<file path="config.mk">
export PLATFORM = sky130hd
export DESIGN_NAME = stream_cipher_arbiter
export DESIGN_NICKNAME = d
export VERILOG_FILES = /design/src/rtl/stream_cipher_pkg.sv /design/src/rtl/aes_sbox.sv /design/src/rtl/stream_rr_arbiter.sv /design/src/rtl/stream_cipher_arbiter.sv
export SDC_FILE = /design/constraint.sdc
export NUM_CORES = 1
export LEC_CHECK = 0
export ABC_AREA = 1
export BUFFER_PORTS_ARGS = -buffer_cell sky130_fd_sc_hd__buf_2
export CORE_MARGIN = 3
export CORE_UTILIZATION = 56
export CTS_BUF_LIST = sky130_fd_sc_hd__clkbuf_4
export CTS_CLUSTER_SIZE = 24
export DETAILED_ROUTE_END_ITERATION = 10
export HOLD_SLACK_MARGIN = 0.1
export MAX_ROUTING_LAYER = met4
export PLACE_DENSITY = 0.79
export SETUP_SLACK_MARGIN = 0.5
export SLEW_MARGIN = 20
export SYNTH_ARGS = -nofsm -noshare
export SYNTH_HDL_FRONTEND = slang
export SYNTH_SLANG_ARGS = --single-unit
</file>
<file path="constraint.sdc">
create_clock -name clk -period 2.2 [get_ports clk]
set_input_delay 0.55 -clock clk [delete_from_list [all_inputs] [get_ports clk]]
set_output_delay 0.55 -clock clk [all_outputs]
set_load 0.01 [all_outputs]
</file>
<file path="src/rtl/stream_cipher_pkg.sv">
// Shared types and helpers for the stream cipher arbiter slice.
package stream_cipher_pkg;

    localparam int unsigned BYTE_W = 8;

    typedef logic [BYTE_W-1:0] byte_t;

    typedef enum logic [0:0] {
        IDLE   = 1'b0,
        LOCKED = 1'b1
    } burst_state_t;

    // Channel-ID width, never narrower than one bit.
    function automatic int unsigned ch_w(input int unsigned n);
        return (n > 2) ? int'($clog2(n)) : 1;
    endfunction

endpackage

</file>
<file path="src/rtl/aes_sbox.sv">
// Combinational AES forward S-box lookup.
module aes_sbox (
    input  logic [7:0] sbox_in,
    output logic [7:0] sbox_out
);

    localparam logic [7:0] SBOX [256] = '{
        8'h63, 8'h7c, 8'h77, 8'h7b, 8'hf2, 8'h6b, 8'h6f, 8'hc5, 8'h30, 8'h01, 8'h67, 8'h2b, 8'hfe, 8'hd7, 8'hab, 8'h76,
        8'hca, 8'h82, 8'hc9, 8'h7d, 8'hfa, 8'h59, 8'h47, 8'hf0, 8'had, 8'hd4, 8'ha2, 8'haf, 8'h9c, 8'ha4, 8'h72, 8'hc0,
        8'hb7, 8'hfd, 8'h93, 8'h26, 8'h36, 8'h3f, 8'hf7, 8'hcc, 8'h34, 8'ha5, 8'he5, 8'hf1, 8'h71, 8'hd8, 8'h31, 8'h15,
        8'h04, 8'hc7, 8'h23, 8'hc3, 8'h18, 8'h96, 8'h05, 8'h9a, 8'h07, 8'h12, 8'h80, 8'he2, 8'heb, 8'h27, 8'hb2, 8'h75,
        8'h09, 8'h83, 8'h2c, 8'h1a, 8'h1b, 8'h6e, 8'h5a, 8'ha0, 8'h52, 8'h3b, 8'hd6, 8'hb3, 8'h29, 8'he3, 8'h2f, 8'h84,
        8'h53, 8'hd1, 8'h00, 8'hed, 8'h20, 8'hfc, 8'hb1, 8'h5b, 8'h6a, 8'hcb, 8'hbe, 8'h39, 8'h4a, 8'h4c, 8'h58, 8'hcf,
        8'hd0, 8'hef, 8'haa, 8'hfb, 8'h43, 8'h4d, 8'h33, 8'h85, 8'h45, 8'hf9, 8'h02, 8'h7f, 8'h50, 8'h3c, 8'h9f, 8'ha8,
        8'h51, 8'ha3, 8'h40, 8'h8f, 8'h92, 8'h9d, 8'h38, 8'hf5, 8'hbc, 8'hb6, 8'hda, 8'h21, 8'h10, 8'hff, 8'hf3, 8'hd2,
        8'hcd, 8'h0c, 8'h13, 8'hec, 8'h5f, 8'h97, 8'h44, 8'h17, 8'hc4, 8'ha7, 8'h7e, 8'h3d, 8'h64, 8'h5d, 8'h19, 8'h73,
        8'h60, 8'h81, 8'h4f, 8'hdc, 8'h22, 8'h2a, 8'h90, 8'h88, 8'h46, 8'hee, 8'hb8, 8'h14, 8'hde, 8'h5e, 8'h0b, 8'hdb,
        8'he0, 8'h32, 8'h3a, 8'h0a, 8'h49, 8'h06, 8'h24, 8'h5c, 8'hc2, 8'hd3, 8'hac, 8'h62, 8'h91, 8'h95, 8'he4, 8'h79,
        8'he7, 8'hc8, 8'h37, 8'h6d, 8'h8d, 8'hd5, 8'h4e, 8'ha9, 8'h6c, 8'h56, 8'hf4, 8'hea, 8'h65, 8'h7a, 8'hae, 8'h08,
        8'hba, 8'h78, 8'h25, 8'h2e, 8'h1c, 8'ha6, 8'hb4, 8'hc6, 8'he8, 8'hdd, 8'h74, 8'h1f, 8'h4b, 8'hbd, 8'h8b, 8'h8a,
        8'h70, 8'h3e, 8'hb5, 8'h66, 8'h48, 8'h03, 8'hf6, 8'h0e, 8'h61, 8'h35, 8'h57, 8'hb9, 8'h86, 8'hc1, 8'h1d, 8'h9e,
        8'he1, 8'hf8, 8'h98, 8'h11, 8'h69, 8'hd9, 8'h8e, 8'h94, 8'h9b, 8'h1e, 8'h87, 8'he9, 8'hce, 8'h55, 8'h28, 8'hdf,
        8'h8c, 8'ha1, 8'h89, 8'h0d, 8'hbf, 8'he6, 8'h42, 8'h68, 8'h41, 8'h99, 8'h2d, 8'h0f, 8'hb0, 8'h54, 8'hbb, 8'h16
    };

    assign sbox_out = SBOX[sbox_in];

endmodule

</file>
<file path="src/rtl/stream_rr_arbiter.sv">
// One-hot round-robin arbiter with pointer register.
// Define STREAM_ARB_BURST_EN to let a channel keep the grant for up to MAX_BURST data beats.
module stream_rr_arbiter
    import stream_cipher_pkg::*;
#(
    parameter int unsigned NUM_CH    = 2,
    parameter int unsigned MAX_BURST = 4,
    localparam int unsigned CH_W     = ch_w(NUM_CH)
) (
    input  logic              clk,
    input  logic              rst_n,
    input  logic [NUM_CH-1:0] req_valid,
`ifdef STREAM_ARB_BURST_EN
    input  logic [NUM_CH-1:0] req_new_msg,
`endif
    output logic [NUM_CH-1:0] grant_c,
    output logic [CH_W-1:0]   grant_idx_c,
    output logic              grant_any_c
);

    if (NUM_CH < 2 || NUM_CH > 8 || MAX_BURST < 1) begin : g_bad_cfg
        $error("stream_rr_arbiter: NUM_CH must be 2..8 and MAX_BURST at least 1");
    end

    logic [CH_W-1:0] rr_ptr;
    logic [CH_W-1:0] base_c;
    logic [CH_W-1:0] hold_ch_c;
    logic            hold_c;
    int unsigned     cand;

    function automatic logic [CH_W-1:0] wrap_inc(input logic [CH_W-1:0] c);
        return (32'(c) == NUM_CH - 1) ? '0 : c + 1'b1;
    endfunction

`ifdef STREAM_ARB_BURST_EN
    localparam int unsigned CNT_W = $clog2(MAX_BURST + 1);

    burst_state_t     state;
    logic [CH_W-1:0]  locked_ch;
    logic [CNT_W-1:0] burst_cnt;

    // Locked channel keeps the grant only for back-to-back data beats under the cap.
    assign hold_c = (state == LOCKED) && req_valid[locked_ch] && !req_new_msg[locked_ch]
                    && (32'(burst_cnt) < MAX_BURST);
    assign hold_ch_c = locked_ch;
    assign base_c    = (state == LOCKED) ? wrap_inc(locked_ch) : rr_ptr;
`else
    assign hold_c    = 1'b0;
    assign hold_ch_c = '0;
    assign base_c    = rr_ptr;
`endif

    // First valid channel at or after base_c, wrapping.
    always_comb begin
        grant_c     = '0;
        grant_idx_c = '0;
        grant_any_c = 1'b0;
        cand        = 0;
        for (int unsigned k = 0; k < NUM_CH; k++) begin
            cand = (32'(base_c) + k) % NUM_CH;
            if (!grant_any_c && req_valid[CH_W'(cand)]) begin
                grant_any_c = 1'b1;
                grant_idx_c = CH_W'(cand);
            end
        end
        if (hold_c) begin
            grant_any_c = 1'b1;
            grant_idx_c = hold_ch_c;
        end
        if (grant_any_c) begin
            grant_c[grant_idx_c] = 1'b1;
        end
    end

    always_ff @(posedge clk or negedge rst_n) begin
        if (!rst_n) begin
            rr_ptr    <= '0;
`ifdef STREAM_ARB_BURST_EN
            state     <= IDLE;
            locked_ch <= '0;
            burst_cnt <= '0;
`endif
        end else begin
`ifdef STREAM_ARB_BURST_EN
            if (hold_c) begin
                burst_cnt <= burst_cnt + 1'b1;
            end else begin
                // Leaving (or staying out of) a burst; pointer moves past the old owner.
                if (state == LOCKED) begin
                    rr_ptr <= wrap_inc(locked_ch);
                end
                state     <= IDLE;
                burst_cnt <= '0;
                if (grant_any_c) begin
                    if (!req_new_msg[grant_idx_c]) begin
                        state     <= LOCKED;
                        locked_ch <= grant_idx_c;
                        burst_cnt <= CNT_W'(1);
                    end else begin
                        rr_ptr <= wrap_inc(grant_idx_c);
                    end
                end
            end
`else
            if (grant_any_c) begin
                rr_ptr <= wrap_inc(grant_idx_c);
            end
`endif
        end
    end

endmodule

</file>
<file path="src/rtl/stream_cipher_arbiter.sv">
// Shares one AES S-box keystream between NUM_CH requesters with per-channel index contexts.
// Define STREAM_ARB_BURST_EN to enable burst locking in the arbiter (MAX_BURST data beats).
module stream_cipher_arbiter
    import stream_cipher_pkg::*;
#(
    parameter int unsigned NUM_CH    = 2,
    parameter int unsigned MAX_BURST = 4,
    localparam int unsigned CH_W     = ch_w(NUM_CH)
) (
    input  logic                     clk,
    input  logic                     rst_n,
    input  logic [NUM_CH-1:0]        req_valid,
    input  logic [NUM_CH-1:0]        req_new_msg,
    input  logic [NUM_CH*BYTE_W-1:0] req_key,
    input  logic [NUM_CH*BYTE_W-1:0] req_data,
    output logic [NUM_CH-1:0]        req_ready,
    output logic                     out_valid,
    output logic [CH_W-1:0]          out_ch,
    output byte_t                    out_data
);

    byte_t [NUM_CH-1:0] index_q;
    byte_t [NUM_CH-1:0] key_arr;
    byte_t [NUM_CH-1:0] data_arr;
    logic  [NUM_CH-1:0] grant_c;
    logic  [CH_W-1:0]   grant_idx_c;
    logic               grant_any_c;
    byte_t              sbox_out_c;

    assign key_arr   = req_key;
    assign data_arr  = req_data;
    assign req_ready = grant_c;

    stream_rr_arbiter #(
        .NUM_CH    (NUM_CH),
        .MAX_BURST (MAX_BURST)
    ) u_arb (
        .clk         (clk),
        .rst_n       (rst_n),
        .req_valid   (req_valid),
`ifdef STREAM_ARB_BURST_EN
        .req_new_msg (req_new_msg),
`endif
        .grant_c     (grant_c),
        .grant_idx_c (grant_idx_c),
        .grant_any_c (grant_any_c)
    );

    aes_sbox u_sbox (
        .sbox_in  (index_q[grant_idx_c]),
        .sbox_out (sbox_out_c)
    );

    // Granted beat either reloads the channel index or emits one ciphered byte.
    always_ff @(posedge clk or negedge rst_n) begin
        if (!rst_n) begin
            index_q   <= '0;
            out_valid <= 1'b0;
            out_ch    <= '0;
            out_data  <= '0;
        end else begin
            out_valid <= 1'b0;
            if (grant_any_c) begin
                if (req_new_msg[grant_idx_c]) begin
                    index_q[grant_idx_c] <= key_arr[grant_idx_c];
                end else begin
                    index_q[grant_idx_c] <= index_q[grant_idx_c] + 8'd1;
                    out_data             <= data_arr[grant_idx_c] ^ sbox_out_c;
                    out_ch               <= grant_idx_c;
                    out_valid            <= 1'b1;
                end
            end
        end
    end

endmodule
</file>
==> flow_summary.yaml, run 1 <==
logic_synthesis:
  netlist_top_cells_count: "329 x nand3_1, 209 x nand2_1, 39 x inv_1"
  synth-edff-count: 0
  yosysSeqAreaShare: 0.142
  yosys.area.top_type_share: 0.346
  ys_top_cells_by_area: "nand3_1 35%, nand2_1 16%, dfrtp_1 14%, ha_1 3.4%, nand3_2 3.4%"
  synth_cells: 830
  ys_types: 33
  synth_area_leader_cell: "nand3_1"
  synth_seq_cells: 27
  synth_async_sr_flop_share: 1.00
  synth_area_per_cell_um2: 5.73
  ys_warn_count: 0
  synth_area_um2: 4760
  syn_nets: 881
  ys.flop_type: "dfrtp_1"
  synthMostInstantiatedCell: "nand3_1"
clock_network:
  h-tree-depth: 1
  cts_buffers: 3
  hold_buffers: 0
  cts.path.max_buffers: 2
  root_buffer: "clkbuf_4"
  cts_num_sinks: 27
sta:
  grt-worst-endpoint: "out_data[4]$_DFFE_PN0P_/D"
  worstEndpointType: "register input"
die:
  start_util: 0.597
  die_x_um: 98.2
  io_pins: 50
  die_y_um: 98.2
  num_rows: 32
place:
  gp_congestion: 1.27
  io_buffers: 49
  hpwl_um: 15500
  place_area_um2: 6160
run_status:
  stop_error: "[ERROR GRT-0232] Routing congestion too high. Check the congestion heatmap in the GUI."
  outcome: "did not finish"
  failed_stage: "global routing (5_1_grt)"
global_route:
  overflow: 60
  track_usage: 0.721
  grt_max_degree: 47
==> logic make-up after synthesis <==
| logic type | share of synthesized area |
|---|---|
| and+or+nand+nor | 0.634 |
| buffers and inverters | 0.115 |
| AOI/OAI and AO/OA | 0.0707 |
| DFF | 0.142 |
| adders and majority gates | 0.0342 |
| xor gates and xnor gates | 0.00368 |
==> layer usage <==
layer  GRT usage  GRT overflow
met1       0.715             1
met3       0.556             2
met4       0.663            17
met2       0.878            40
met5           -             -
==> through the flow <==
stage | setup slack, ns | std cells | setup TNS [ns]
3_5_place_dp | -0.537 | 1061 | -5.56
3_3_place_gp | -0.427 | 1061 | -4.13
4_1_cts | -0.154 | 1075 | -1.07
2_1_floorplan | -0.0706 | 830 | -0.149
==> timing repair <==
action / 4_1_cts
pin swaps: 17
resized for setup: 53
setup buffers: 7
cloned: 3
setup endpoints to repair: 28
==> run 2: changes to the inputs <==
Settings changed: CORE_UTILIZATION 56 to 40, CTS_BUF_LIST sky130_fd_sc_hd__clkbuf_4 to default, CTS_CLUSTER_SIZE 24 to default, HOLD_SLACK_MARGIN 0.1 to default, MAX_ROUTING_LAYER met4 to default, PLACE_DENSITY 0.79 to default, PLACE_DENSITY_LB_ADDON from default to 0.15, SETUP_SLACK_MARGIN 0.5 to default.
Clock period 2.2 ns to 2.9 ns, I/O delays scaled along.
==> run 2 against run 1 <==
Compared with the run above: synthesized cell count is the same; the flow now finishes without violations; area after synthesis is the same.
==> flow_summary.yaml, run 2 <==
setup_path:
  cp_data_required_time_ns: 3.08
  reg2regPathDepth: 19
  start_kind: "input port"
  reg2reg_slack_ns: 0.36
  r2r-start: "u_arb.base_c$_DFFE_PN0N_"
  r2r-end: "out_data[3]$_DFFE_PN0P_"
  worstSetupPathType: "in2reg"
  crit_arrival_ns: 2.90
  endpoint_kind: "register"
  critPathMaxFanout: 7
logic_synthesis:
  synthMostInstantiatedCell: "nand3_1"
  yosysSeqAreaShare: 0.142
  synth_cells: 830
  ys.flop_type: "dfrtp_1"
  synth_top_family_by_area: "simple AND/OR/NAND/NOR gates"
  synth_seq_cells: 27
  muxShareOfSynthArea: 0
  synth-edff-count: 0
  yosys.area.top_type_share: 0.346
  ys_top_cells_by_area: "nand3_1 35%, nand2_1 16%, dfrtp_1 14%, ha_1 3.4%, nand3_2 3.4%"
  synth_xor_area_frac: 0.00368
  synthAdderAreaFrac: 0.0342
  netlist_top_cells_count: "329 x nand3_1, 209 x nand2_1, 39 x inv_1"
  synth-compound-area-share: 0.0707
  synth_async_sr_flop_share: 1.00
  ys_warn_count: 0
  ys_types: 33
  synth_area_leader_cell: "nand3_1"
  synthSimpleGateAreaFrac: 0.634
  syn_nets: 881
  synth_area_um2: 4760
  synth_area_per_cell_um2: 5.73
clock_network:
  root_buffer: "clkbuf_16"
  h-tree-depth: 1
  cts_buffers: 3
  clkLatencyLatePin_ns: 0.28
  cts.path.max_buffers: 2
  cts_num_sinks: 27
  clk_pin_slew_ns: 0.08
  hold_buffers: 0
  cts_tree: "built"
routing:
  vias_per_cell: 6.33
  wl_um: 23700
  vias: 6681
  wl_per_cell_um: 22.4
  antenna_left: 0
  dr.pass1.iters: 6
  first_iter_violations: 1173
  drc: 0
cells_and_area:
  reg_top3: "index_q (16), out_data (8)"
  top_register: "index_q"
  drive_above_1_share: 0.232
  layout_common_cells: "322 x nand3_1, 207 x nand2_1, 74 x buf_4"
  nets: 965
  final_common_cell: "nand3_1"
  largest_reg_flops: 16
  num_antenna_cells: 0
  area_delta_synth_final_pct: 22.0
  final_util: 0.504
die:
  die_y_um: 115
  io_pins: 50
  die_x_um: 115
  core-area_um2: 11500
  start_util: 0.413
  die-area_um2: 13200
  num_rows: 39
sta:
  setup_viol: 0
  layout_worst_path_cycle_share: 0.940
  fmax_ghz: 0.367
  hold_violations: 0
  slew_headroom: 0.564
  tightest_slew_ns: 0.654
  period_minus_slack_ns: 2.73
  fin_skew_ns: 0.0120
  finalSetupTns_ns: 0
  drv_slew: 0
power_and_ir_drop:
  ir_worst_vdd_v: 0.000362
  clkPwrFrac: 0.070
  p_switching_w: 0.00280
  p_comb_frac: 0.818
  p_leak_nw: 2.93
  intPower_w: 0.00207
  cellPowerDensity_nw_per_um2: 840
  power_switching_share: 0.575
  seqPwrFrac: 0.112
global_route:
  grt_pass1_wl_um: 36000
  overflow: 0
  grt_pass1_vias: 6244
  track_usage: 0.356
  antenna_found_initial: 0
  grt_max_degree: 67
place:
  io_buffers: 49
  gp_congestion: 1.04
  hpwl_um: 17200
run_status:
  outcome: "completed"
run:
  drv_cap: 0
min_path:
  hold_path_class: "in2async"
==> run 2: cell counts after synthesis <==
No cell type changed its count.
==> run 2: worst max-delay path by stage <==
stage | start | to | slack (ns) | cells after the start
detailed placement | req_valid[0] | out_data[4]$_DFFE_PN0P_ | -0.19 | 16
global route | req_valid[0] | out_data[4]$_DFFE_PN0P_ | -0.01 | 18
CTS | req_valid[0] | out_data[4]$_DFFE_PN0P_ | 0.11 | 16
floorplan | req_valid[0] | out_data[3]$_DFFE_PN0P_ | 0.19 | 20
finish | req_valid[0] | out_data[4]$_DFFE_PN0P_ | 0.17 | 19
global placement | req_valid[0] | out_data[4]$_DFFE_PN0P_ | -0.20 | 19
==> run 2: final cells by class <==
class                   count  area (um^2)
fillers                  1260         5710
multi-input cells         701         3650
repair buffers            136         1050
flip-flops and latches     27          676
well taps                 143          179
inverters                  45          169
clock buffers               3         75.1
clock inverters             1         5.00
==> run 2: power groups by stage <==
| stage | Clock (W) | Sequential [W] | Combinational (W) |
|---|---|---|---|
| final | 0.000340 | 0.000548 | 0.00399 |
| after global placement | 0 | 0.000550 | 0.00375 |
| after global routing | 0.000362 | 0.000561 | 0.00428 |
| after detailed placement | 0 | 0.000550 | 0.00373 |
| after floorplan | 0 | 0.000570 | 0.00234 |
| after CTS | 0.000345 | 0.000546 | 0.00374 |
==> run 2: kinds of logic after synthesis <==
logic type,after synthesis
simple gates,629
flops,27
buf+inv,102
xor+xnor,2
fa+ha+maj,13
compound gates,57
==> run 2: worst max-delay path, cell delays in order <==
cell,delay [ns]
buf_2,0.11
nand2_2,0.12
nand2_2,0.09
buf_4,0.15
nand2_1,0.11
nand2_4,0.11
ha_2,0.24
inv_1,0.09
nand3_2,0.17
nand2_1,0.16
nand2_1,0.10
nand3_1,0.14
nand3_1,0.10
nand3_1,0.14
nand3_1,0.11
nand2_1,0.07
nand2_1,0.05
nand3_1,0.07
nand2_1,0.05
==> run 2: layer usage <==
layer  vias up  share of wire  GRT usage  wire length [um]
met1      3051           0.39      0.465              9240
met4         0          0.060      0.165              1420
met3       118           0.10     0.0705              2390
met5         -              0          0                 0
li1       3007              -          -                 -
met2       505           0.45      0.564             10600
==> run 2: what timing repair did <==
action	in CTS	in global routing
setup buffers	0	1
resized for setup	0	22
endpoints found under the setup margin	0	8
==> run 2: through the flow <==
stage | hold slack [ns] | cells | total power (W) | setup WS, ns | cell area [um^2]
CTS | 0.482 | 1055 | 0.00464 | 0.107 | 5670
detailed placement | 0.461 | 1051 | 0.00428 | -0.194 | 5590
floorplan | 0.429 | 830 | 0.00291 | 0.195 | 4760
global route | 0.499 | 1056 | 0.00520 | -0.0118 | 5800
global placement | 0.458 | 1051 | 0.00430 | -0.201 | 5590
finish | 0.461 | 1056 | 0.00488 | 0.175 | 5800
Power figures use the tool's default switching activity.
